[src/rtl/systolic_feeder_pkg.sv]
// Shared constants and the feeder state type for the systolic array slice.
package systolic_pkg;

    localparam int N     = 4;
    localparam int W     = 4;
    localparam int K     = 4;
    localparam int ACC_W = 9;

    typedef enum logic [2:0] {
        ST_IDLE   = 3'd0,
        ST_CLEAR  = 3'd1,
        ST_STREAM = 3'd2,
        ST_DRAIN  = 3'd3,
        ST_DONE   = 3'd4
    } feeder_state_t;

endpackage

[src/rtl/systolic_feeder_if.sv]
// Operand handshake and PE-array edge bus between an operand source and the feeder.
interface systolic_feeder_if #(
    parameter int N = systolic_pkg::N,
    parameter int W = systolic_pkg::W
);

    logic           start;
    logic           in_valid;
    logic           in_ready;
    logic [N*W-1:0] in_a;
    logic [N*W-1:0] in_b;
    logic [N*W-1:0] out_a;
    logic [N*W-1:0] out_b;
    logic           pe_clear;
    logic           busy;
    logic           done;

    modport master (
        output start, in_valid, in_a, in_b,
        input  in_ready, out_a, out_b, pe_clear, busy, done
    );

    modport slave (
        input  start, in_valid, in_a, in_b,
        output in_ready, out_a, out_b, pe_clear, busy, done
    );

endinterface

[src/rtl/systolic_feeder_skew_line.sv]
// Single-lane W-bit delay chain; output equals input delayed by DEPTH cycles.
module skew_line #(
    parameter int W     = 4,
    parameter int DEPTH = 1
) (
    input  logic         clk,
    input  logic         reset,
    input  logic [W-1:0] d,
    output logic [W-1:0] q
);

    logic [W-1:0] stage [DEPTH];

    // Shift every cycle regardless of feeder state so bubbles keep flowing.
    always_ff @(posedge clk) begin
        if (reset) begin
            for (int s = 0; s < DEPTH; s++) begin
                stage[s] <= '0;
            end
        end else begin
            stage[0] <= d;
            for (int s = 1; s < DEPTH; s++) begin
                stage[s] <= stage[s-1];
            end
        end
    end

    assign q = stage[DEPTH-1];

endmodule

[src/rtl/systolic_feeder.sv]
// Skewing operand feeder for an N x N systolic PE array.
// Optional feature: define SYSTOLIC_FEEDER_ERR_EN to add a sticky err output
// that flags start requests made while a product is in flight.
module systolic_feeder #(
    parameter int N = systolic_pkg::N,
    parameter int W = systolic_pkg::W,
    parameter int K = systolic_pkg::K
) (
    input  logic             clk,
    input  logic             reset,
    systolic_feeder_if.slave bus
`ifdef SYSTOLIC_FEEDER_ERR_EN
    ,
    output logic             err
`endif
);

    import systolic_pkg::*;

    localparam int BEAT_W  = (K > 1) ? $clog2(K) : 1;
    localparam int DRAIN_W = $clog2(2 * N);

    feeder_state_t      state;
    feeder_state_t      state_nxt;
    logic [BEAT_W-1:0]  beat_cnt;
    logic [DRAIN_W-1:0] drain_cnt;
    logic               accept;
    logic               last_beat;
    logic               drain_last;
    logic [N*W-1:0]     inj_a;
    logic [N*W-1:0]     inj_b;
    logic [N*W-1:0]     skew_a;
    logic [N*W-1:0]     skew_b;

    assign accept     = bus.in_valid && (state == ST_STREAM);
    assign last_beat  = accept && (beat_cnt == BEAT_W'(K - 1));
    assign drain_last = (drain_cnt == DRAIN_W'(2 * N - 1));

    // Idle cycles inject zero bubbles because the PE array never stalls.
    assign inj_a = accept ? bus.in_a : '0;
    assign inj_b = accept ? bus.in_b : '0;

    // Next-state logic for the product sequence.
    always_comb begin
        state_nxt = state;
        case (state)
            ST_IDLE:   if (bus.start) state_nxt = ST_CLEAR;
            ST_CLEAR:  state_nxt = ST_STREAM;
            ST_STREAM: if (last_beat) state_nxt = ST_DRAIN;
            ST_DRAIN:  if (drain_last) state_nxt = ST_DONE;
            ST_DONE:   state_nxt = ST_IDLE;
            default:   state_nxt = ST_IDLE;
        endcase
    end

    // State register; reset aborts any product in flight.
    always_ff @(posedge clk) begin
        if (reset) begin
            state <= ST_IDLE;
        end else begin
            state <= state_nxt;
        end
    end

    // Beat counter only advances on accepted beats and wraps after K beats.
    always_ff @(posedge clk) begin
        if (reset || state == ST_CLEAR) begin
            beat_cnt <= '0;
        end else if (accept) begin
            beat_cnt <= last_beat ? '0 : beat_cnt + BEAT_W'(1);
        end
    end

    // Drain counter times the 2N zero cycles that flush the array.
    always_ff @(posedge clk) begin
        if (reset || state != ST_DRAIN) begin
            drain_cnt <= '0;
        end else begin
            drain_cnt <= drain_cnt + DRAIN_W'(1);
        end
    end

    // Lane i is delayed i+1 cycles on both edges of the array.
    for (genvar i = 0; i < N; i++) begin : g_lane
        skew_line #(.W(W), .DEPTH(i + 1)) u_skew_a (
            .clk   (clk),
            .reset (reset),
            .d     (inj_a[i*W +: W]),
            .q     (skew_a[i*W +: W])
        );
        skew_line #(.W(W), .DEPTH(i + 1)) u_skew_b (
            .clk   (clk),
            .reset (reset),
            .d     (inj_b[i*W +: W]),
            .q     (skew_b[i*W +: W])
        );
    end

    assign bus.out_a    = reset ? '0 : skew_a;
    assign bus.out_b    = reset ? '0 : skew_b;
    assign bus.in_ready = !reset && (state == ST_STREAM);
    assign bus.pe_clear = !reset && (state == ST_CLEAR);
    assign bus.busy     = !reset && (state != ST_IDLE);
    assign bus.done     = !reset && (state == ST_DONE);

`ifdef SYSTOLIC_FEEDER_ERR_EN
    // Sticky flag for start requests that arrive while a product is running.
    always_ff @(posedge clk) begin
        if (reset) begin
            err <= 1'b0;
        end else if (bus.start && state != ST_IDLE) begin
            err <= 1'b1;
        end
    end
`endif

endmodule

[src/flat_wrapper.sv]
// flat-port wrapper written by rule: the top's interface ports become plain ports
module systolic_feeder_flat import systolic_pkg::*;
#(
    parameter int N = systolic_pkg::N,
    parameter int W = systolic_pkg::W,
    parameter int K = systolic_pkg::K
)
  (clk, reset, bus_start, bus_in_valid, bus_in_a, bus_in_b, bus_in_ready, bus_out_a, bus_out_b, bus_pe_clear, bus_busy, bus_done);
  systolic_feeder_if #(.N(N), .W(W)) bus_i ();
  input  logic clk;
  input  logic reset;
  input wire logic [$bits(bus_i.start)-1:0] bus_start;
  input wire logic [$bits(bus_i.in_valid)-1:0] bus_in_valid;
  input wire logic [$bits(bus_i.in_a)-1:0] bus_in_a;
  input wire logic [$bits(bus_i.in_b)-1:0] bus_in_b;
  output wire logic [$bits(bus_i.in_ready)-1:0] bus_in_ready;
  output wire logic [$bits(bus_i.out_a)-1:0] bus_out_a;
  output wire logic [$bits(bus_i.out_b)-1:0] bus_out_b;
  output wire logic [$bits(bus_i.pe_clear)-1:0] bus_pe_clear;
  output wire logic [$bits(bus_i.busy)-1:0] bus_busy;
  output wire logic [$bits(bus_i.done)-1:0] bus_done;
  assign bus_i.start = bus_start;
  assign bus_i.in_valid = bus_in_valid;
  assign bus_i.in_a = bus_in_a;
  assign bus_i.in_b = bus_in_b;
  assign bus_in_ready = bus_i.in_ready;
  assign bus_out_a = bus_i.out_a;
  assign bus_out_b = bus_i.out_b;
  assign bus_pe_clear = bus_i.pe_clear;
  assign bus_busy = bus_i.busy;
  assign bus_done = bus_i.done;
  systolic_feeder #(.N(N), .W(W), .K(K)) u_core (.clk(clk), .reset(reset), .bus(bus_i));
endmodule
[config.mk]
export PLATFORM = sky130hd
export DESIGN_NAME = systolic_feeder_flat
export DESIGN_NICKNAME = d
export VERILOG_FILES = /design/src/rtl/systolic_feeder_pkg.sv /design/src/rtl/systolic_feeder_if.sv /design/src/rtl/systolic_feeder_skew_line.sv /design/src/rtl/systolic_feeder.sv /design/src/flat_wrapper.sv
export SDC_FILE = /design/constraint.sdc
export NUM_CORES = 1
export LEC_CHECK = 0
export ABC_AREA = 1
export CAP_MARGIN = 10
export CELL_PAD_IN_SITES_DETAIL_PLACEMENT = 1
export CELL_PAD_IN_SITES_GLOBAL_PLACEMENT = 1
export CORE_MARGIN = 1
export CORE_UTILIZATION = 33
export CTS_CLUSTER_DIAMETER = 120
export DETAILED_ROUTE_END_ITERATION = 7
export HOLD_SLACK_MARGIN = 0.02
export PLACE_DENSITY_LB_ADDON = 0.1
export SYNTH_ARGS = -nofsm -noshare
export SYNTH_HDL_FRONTEND = slang
export SYNTH_HIERARCHICAL = 1
export SYNTH_SLANG_ARGS = --single-unit
[constraint.sdc]
create_clock -name clk -period 1.1 [get_ports clk]
set_input_delay 0.22 -clock clk [delete_from_list [all_inputs] [get_ports clk]]
set_output_delay 0.22 -clock clk [all_outputs]
set_load 0.02 [all_outputs]
==> run summary, run 1 <==
Most frequent cells in the layout - inv_1 (128), nor2_1 (102), dfxtp_1 (63)
DRT iter0 DRCs - 24
Drt drc - 0
Sw Share - 0.2922
Final hold violation count - 0
Gr ovfl total - 0
R2R Path End - u_core/g_lane[2].u_skew_b/stage[0][0]
Ports - 72
GPL Wtd Cong - 0.7667
Share of total power in sequential cells - 0.463
VDD IR-drop max - 0.0008309 V
TritonCTS buffer count - 9
Port bufs - 71
Worst-margin pin slew - 208.7 ps
Syn nets - 491
Worst skew pair latency - 340 ps
DIE AREA - 0.01068 mm^2
Initial Utilization - 0.3437
Worst Hold End - u_core/g_lane[0].u_skew_a/stage[0][2]
Adder-Cell Fraction of Synth Area - 0.01107
Maximum fanout along the worst path - 8
Critical path class - reg2reg
Hold Crit Depth - 3
Synthesis-to-layout area growth - 40.30%
WL per Instance - 10.42 um
Vias in the first global route - 2531
Router iterations before antenna repair - 3
Synth Instances - 452
Max Freq - 697.1 MHz
Netlist Area Pre-Place - 0.003391 mm^2
Die width - 103.4 um
Post-synthesis sequential area ratio - 0.5196
Simple-gate share of the synthesized area - 0.2085
CTS max path bufs - 2
Core ar. - 0.009864 mm^2
R2r setup slk - -330 ps
Max Cap Violations - 0
First-pass GRT wire length - 10.94 mm
Syn avg cell area - 7.502 um^2
Final Instance Area - 0.004757 mm^2
Worst setup EP type - flip-flop
Most common cell after layout, fill and taps aside - inv_1
Layout cells sized above 1 - 0.3675
Clock Power Share - 0.289
Routed wire length - 6.968 mm
CP Launch Type - flip-flop
P per Cell Area - 1586 mW/mm^2
Total track usage - 0.1355
Comb power frac - 0.248
Setup TNS - -11070 ps
Synthesis-stage register bit count - 88
Reg2reg start - u_core/state[2]
Hold Worst Slack - 285.8 ps
Status - finished, violations left
Final Skew - 9.459 ps
H-tree depth - 3
Post-Synth XOR/XNOR Area - 0
Compound-cell area share of the yosys netlist - 0.009594
Arr. time, crit path - 1720 ps
Post-synth cell types - 23
Filler cells - 1193
Antenna violations before repair - 0
Failing checks - negative setup slack
Minimum clock period - 1434 ps
Remaining antenna violation count after routing - 0
Maximum number of pins on one net before global-route repair - 21
Synth top area cells - dfxtp_1 (52%), inv_1 (17%), nor2_1 (16%), buf_4 (3.5%), buf_6 (3.3%)
CTS Sinks - 88
# hold bufs at CTS - 0
Yosys top cell by area - dfxtp_1
Row cnt - 36
Root Buffer - clkbuf_8
Endpoints failing setup - 73
Switch Pwr - 2204 uW
Clock slew at the register clock pins of the worst setup and hold paths - 90 ps
Chip Height - 103.4 um
Hold path start - reset
Max transition margin - 0.8604
Hold crit path type - in2reg
CTS tree - built
Largest family of logic cells by synthesized area - buffers and inverters
# diodes - 0
Post-Place Worst Slack - -467.8 ps
Vias per cell - 3.913
Synth top area share - 0.5196
Via count - 2618
Final period util - 1.304
Static leakage - 0.002001 uW
Synth Warn # - 6
RSZ-0062 raised after global routing - yes
Final WS setup - -334.4 ps
CP required - 1380 ps
R2R depth - 9
Post-synthesis mux area share - 0
Max Slew Vio Count - 0
Placed instance area - 0.004209 mm^2
Layout Nets - 570
Int Power - 5339 uW
Post-DP HPWL - 4.437 mm
-- cells by family after synthesis --
| group | count (synthesis) |
|---|---|
| AOI/OAI and AO/OA | 5 |
| adders and majority gates | 3 |
| buffers and inverters | 184 |
| DFF | 88 |
| and+or+nand+nor | 172 |
-- metrics by stage --
| stage | power, uW | util | instances |
|---|---|---|---|
| CTS | 7421 | 0.4535 | 666 |
| global route | 7933 | 0.4822 | 669 |
| floorplan | 4362 | - | 452 |
| finish | 7543 | 0.4822 | 669 |
| global placement | 4848 | 0.4267 | 645 |
| detailed placement | 4887 | 0.4267 | 645 |
-- Yosys cell counts --
cell	instances
a21oi_1	2
a21oi_2	1
a31oi_1	1
buf_2	3
buf_4	16
buf_6	10
buf_8	2
clkbuf_1	1
dfxtp_1	88
ha_1	3
inv_1	151
inv_2	1
nand2_1	8
nand3_1	2
nand3_2	2
nand3_4	1
nand3b_1	1
nor2_1	148
nor2_2	7
nor2_4	1
nor3_1	1
nor4_1	1
o21a_1	1
-- flip-flops by register name (all words and copies together), names as in the netlist --
name	count
u_core/g_lane.u_skew_b/stage	40
u_core/beat_cnt	2
u_core/g_lane.u_skew_a/stage	40
u_core/state	3
u_core/drain_cnt	3
-- worst max-delay path by stage --
| stage | cells past startpoint | to | from |
|---|---|---|---|
| final | 9 | u_core/g_lane[2].u_skew_b/stage[0][0] | u_core/state[2] |
| after global placement | 3 | bus_pe_clear | u_core/state[0] |
| after detailed placement | 3 | bus_pe_clear | u_core/state[0] |
| after global routing | 9 | u_core/g_lane[3].u_skew_a/stage[0][2] | u_core/state[2] |
| after CTS | 5 | bus_in_ready | u_core/state[2] |
| after floorplan | 3 | bus_in_ready | u_core/state[0] |
-- layout make-up --
| cell class | instances | area [um^2] | share of cell area |
|---|---|---|---|
| Inverter | 152 | 575.6 | 0.1210 |
| Clock inverter | 7 | 72.57 | 0.01526 |
| Clock buffer | 9 | 123.9 | 0.02604 |
| Tap cell | 133 | 166.4 | 0.03498 |
| Multi-Input combinational cell | 180 | 1018 | 0.2141 |
| Timing Repair Buffer | 100 | 1002 | 0.2107 |
| Sequential cell | 88 | 1798 | 0.3780 |
-- what timing repair did --
item	in CTS	in global routing
gates cloned	3	0
pin swaps	6	29
setup endpoints to repair	74	73
gates resized for setup	199	123
buffers inserted	3	6
-- worst max-delay path, cell delays in order (launching register included) --
cell and delay (ps):
dfxtp_2 340, buf_6 110, nor2_4 120, buf_6 120, nand3_4 150, buf_12 180
buf_12 140, nor2_4 80, inv_2 40, nor2_2 80
-- power groups by stage --
stage          Sequential [uW]  Clock [uW]  Combinational [uW]
6_report                  3490        2180                1870
3_3_place_gp              3530           0                1320
3_5_place_dp              3540           0                1340
5_1_grt                   3510        2380                2040
4_1_cts                   3490        2290                1640
2_1_floorplan             3500           0                 866
-- metal layers --
layer / vias up / share of wire / global-route usage
met5: - / 0 / 0
met2: 44 / 0.53 / 0.2496
met1: 1208 / 0.41 / 0.1485
met4: 0 / 0.020 / 0.06826
met3: 10 / 0.035 / 0.02487
li1: 1356 / - / -
Power figures use the tool's default switching activity.
==> run 2: changes to the inputs <==
--- a/config.mk
+++ b/config.mk
@@ -10,7 +10,7 @@
 export CELL_PAD_IN_SITES_DETAIL_PLACEMENT = 1
 export CELL_PAD_IN_SITES_GLOBAL_PLACEMENT = 1
 export CORE_MARGIN = 1
-export CORE_UTILIZATION = 33
+export CORE_UTILIZATION = 36
 export CTS_CLUSTER_DIAMETER = 120
 export DETAILED_ROUTE_END_ITERATION = 7
 export HOLD_SLACK_MARGIN = 0.02
==> constraint.sdc (replaced) <==
create_clock -name clk -period 1.55 [get_ports clk]
set_input_delay 0.31 -clock clk [delete_from_list [all_inputs] [get_ports clk]]
set_output_delay 0.31 -clock clk [all_outputs]
set_load 0.02 [all_outputs]
==> run 2 against run 1 <==
The flow now finishes without violations. First-iteration DRC count down 8.3%. Cell count down 3.9%. Setup slack better by 370 ps. Sequential power down 30%. Critical path depth down 4. Via count down 0.95%. Flip-flop and latch count unchanged. Register-to-register slack better by 620 ps. Non-clock buffer count down 4. Combinational power down 50%. Design area down 8.4%. Count of clock-buffer cells in the layout up 1. Largest cell class unchanged.
==> run summary, run 2 (synthesis results as in run 1) <==
Setup TNS - 0 ps
Vias in the first global route - 2443
Post-DP HPWL - 4.485 mm
DRT iter0 DRCs - 22
Row cnt - 35
Hold path start - reset
Slowest Stage Delay on Critical Path - 330 ps
Max Freq - 661.6 MHz
# hold bufs at CTS - 0
Worst path bufs/invs - 2
Ports - 72
P per Cell Area - 1176 mW/mm^2
Most common cell after layout, fill and taps aside - inv_1
Antenna violations before repair - 0
Core ar. - 0.009196 mm^2
Router iterations before antenna repair - 4
Most frequent cells in the layout - inv_1 (151), nor2_1 (147), dfxtp_1 (85)
Post-CTS Setup Bufs - 0
CP required - 1240 ps
Arr. time, crit path - 1200 ps
CTS Sinks - 88
CP Launch Type - flip-flop
Critical path class - reg2out
Vias per cell - 4.033
Drt drc - 0
Endpoints failing setup - 0
Max Slew Vio Count - 0
Clock slew at the register clock pins of the worst setup and hold paths - 100 ps
Post-Layout Cell Count - 643
DIE AREA - 0.009811 mm^2
Cell family with most CP delay - flip-flops
Worst Hold End - u_core/g_lane[2].u_skew_a/stage[0][10]
Critical path depth - 5
Status - finished clean
Chip Height - 99.05 um
CP max-delay cell - dfxtp_2
Synthesis-to-layout area growth - 28.49%
Initial Utilization - 0.3687
Via count - 2593
Die width - 99.05 um
Worst-margin pin slew - 321.3 ps
Max transition margin - 0.7858
R2r setup slk - 290 ps
# diodes - 0
Max Cap Violations - 0
Worst setup EP type - output port
VDD IR-drop max - 0.0004410 V
CP cell instances - buf_4 > nor2_4 > nand2_2 > nor2_2 > buf_6
Hold Crit Depth - 3
Final hold violation count - 0
Final period util - 0.9752
Maximum number of pins on one net before global-route repair - 29
CTS max path bufs - 2
Static leakage - 0.002034 uW
Root Buffer - clkbuf_8
Worst skew pair latency - 350 ps
H-tree depth - 3
WL per Instance - 9.650 um
Routed wire length - 6.205 mm
First-pass GRT wire length - 10.63 mm
R2R depth - 8
CTS tree - built
R2R Path End - u_core/g_lane[3].u_skew_a/stage[0][0]
Final core utilization - 0.4737
Layout cells sized above 1 - 0.1203
RSZ-0062 raised after global routing - yes
Minimum clock period - 1511 ps
Total placed cells including tap cells - 627
Maximum fanout along the worst path - 2
Final Skew - 13.61 ps
GPL Wtd Cong - 0.7011
TritonCTS buffer count - 9
Gr ovfl total - 0
Layout Nets - 566
Hold crit path type - in2reg
Total track usage - 0.1383
Biggest regs - u_core/g_lane.u_skew_a/stage: 40 flops, u_core/g_lane.u_skew_b/stage: 40 flops
Port bufs - 71
Remaining antenna violation count after routing - 0
Reg2reg start - u_core/state[2]
-- run 2: per-stage QoR --
| step | hold WS (ps) | cell area, um^2 | power [uW] | setup slack, ps |
|---|---|---|---|---|
| 2_1_floorplan | 381.2 | 3391 | 3076 | 95.63 |
| 3_3_place_gp | 388.8 | 4169 | 3420 | -168.4 |
| 3_5_place_dp | 396.4 | 4169 | 3452 | -177.7 |
| 4_1_cts | 353.7 | 4338 | 5198 | 0.8016 |
| 5_1_grt | 375.9 | 4357 | 5435 | -26.10 |
| 6_report | 360.9 | 4357 | 5124 | 38.50 |
-- run 2: worst max path at each step --
| stage | slack (ps) | start | end |
|---|---|---|---|
| after floorplan | 100 | u_core/state[2] | bus_done |
| after global placement | -170 | reset | bus_out_a[9] |
| after detailed placement | -180 | reset | bus_out_a[9] |
| after CTS | 0.8 | u_core/state[0] | bus_busy |
| after global routing | -30 | u_core/state[2] | bus_in_ready |
| final | 40 | u_core/state[2] | bus_in_ready |
-- run 2: metal layers --
layer  track usage  wire (um)  up-vias
met1        0.1520       2747     1190
li1              -          -     1346
met3       0.02695        210       12
met4       0.07127        133        0
met5             0          0        -
met2        0.2523       3113       45
-- run 2: repair_timing --
action | in CTS | in global routing
pin swaps | 0 | 2
gates resized for setup | 50 | 10
endpoints found under the setup margin | 36 | 5
-- run 2: worst register-to-register path, delay by kind of cell (launching register included) --
| kind | cells | cell delay [ps] |
|---|---|---|
| flip-flops | 1 | 330 |
| buffers and inverters | 4 | 520 |
| AND/OR/NAND/NOR | 4 | 360 |
-- run 2: layout make-up --
type                    count  area [um^2]
fillers                  1172         4840
flip-flops and latches     88         1768
repair buffers             96        870.8
multi-input cells         180        788.3
inverters                 152        570.5
well taps                 111        138.9
clock buffers              10        127.6
clock inverters             6        92.59
-- run 2: where the power goes --
group	leakage, uW	internal [uW]	switching [uW]
combinational	0.00122	435	494
sequential	0.000712	2390	76.7
clock	0.000103	917	814
total	0.00203	3740	1380
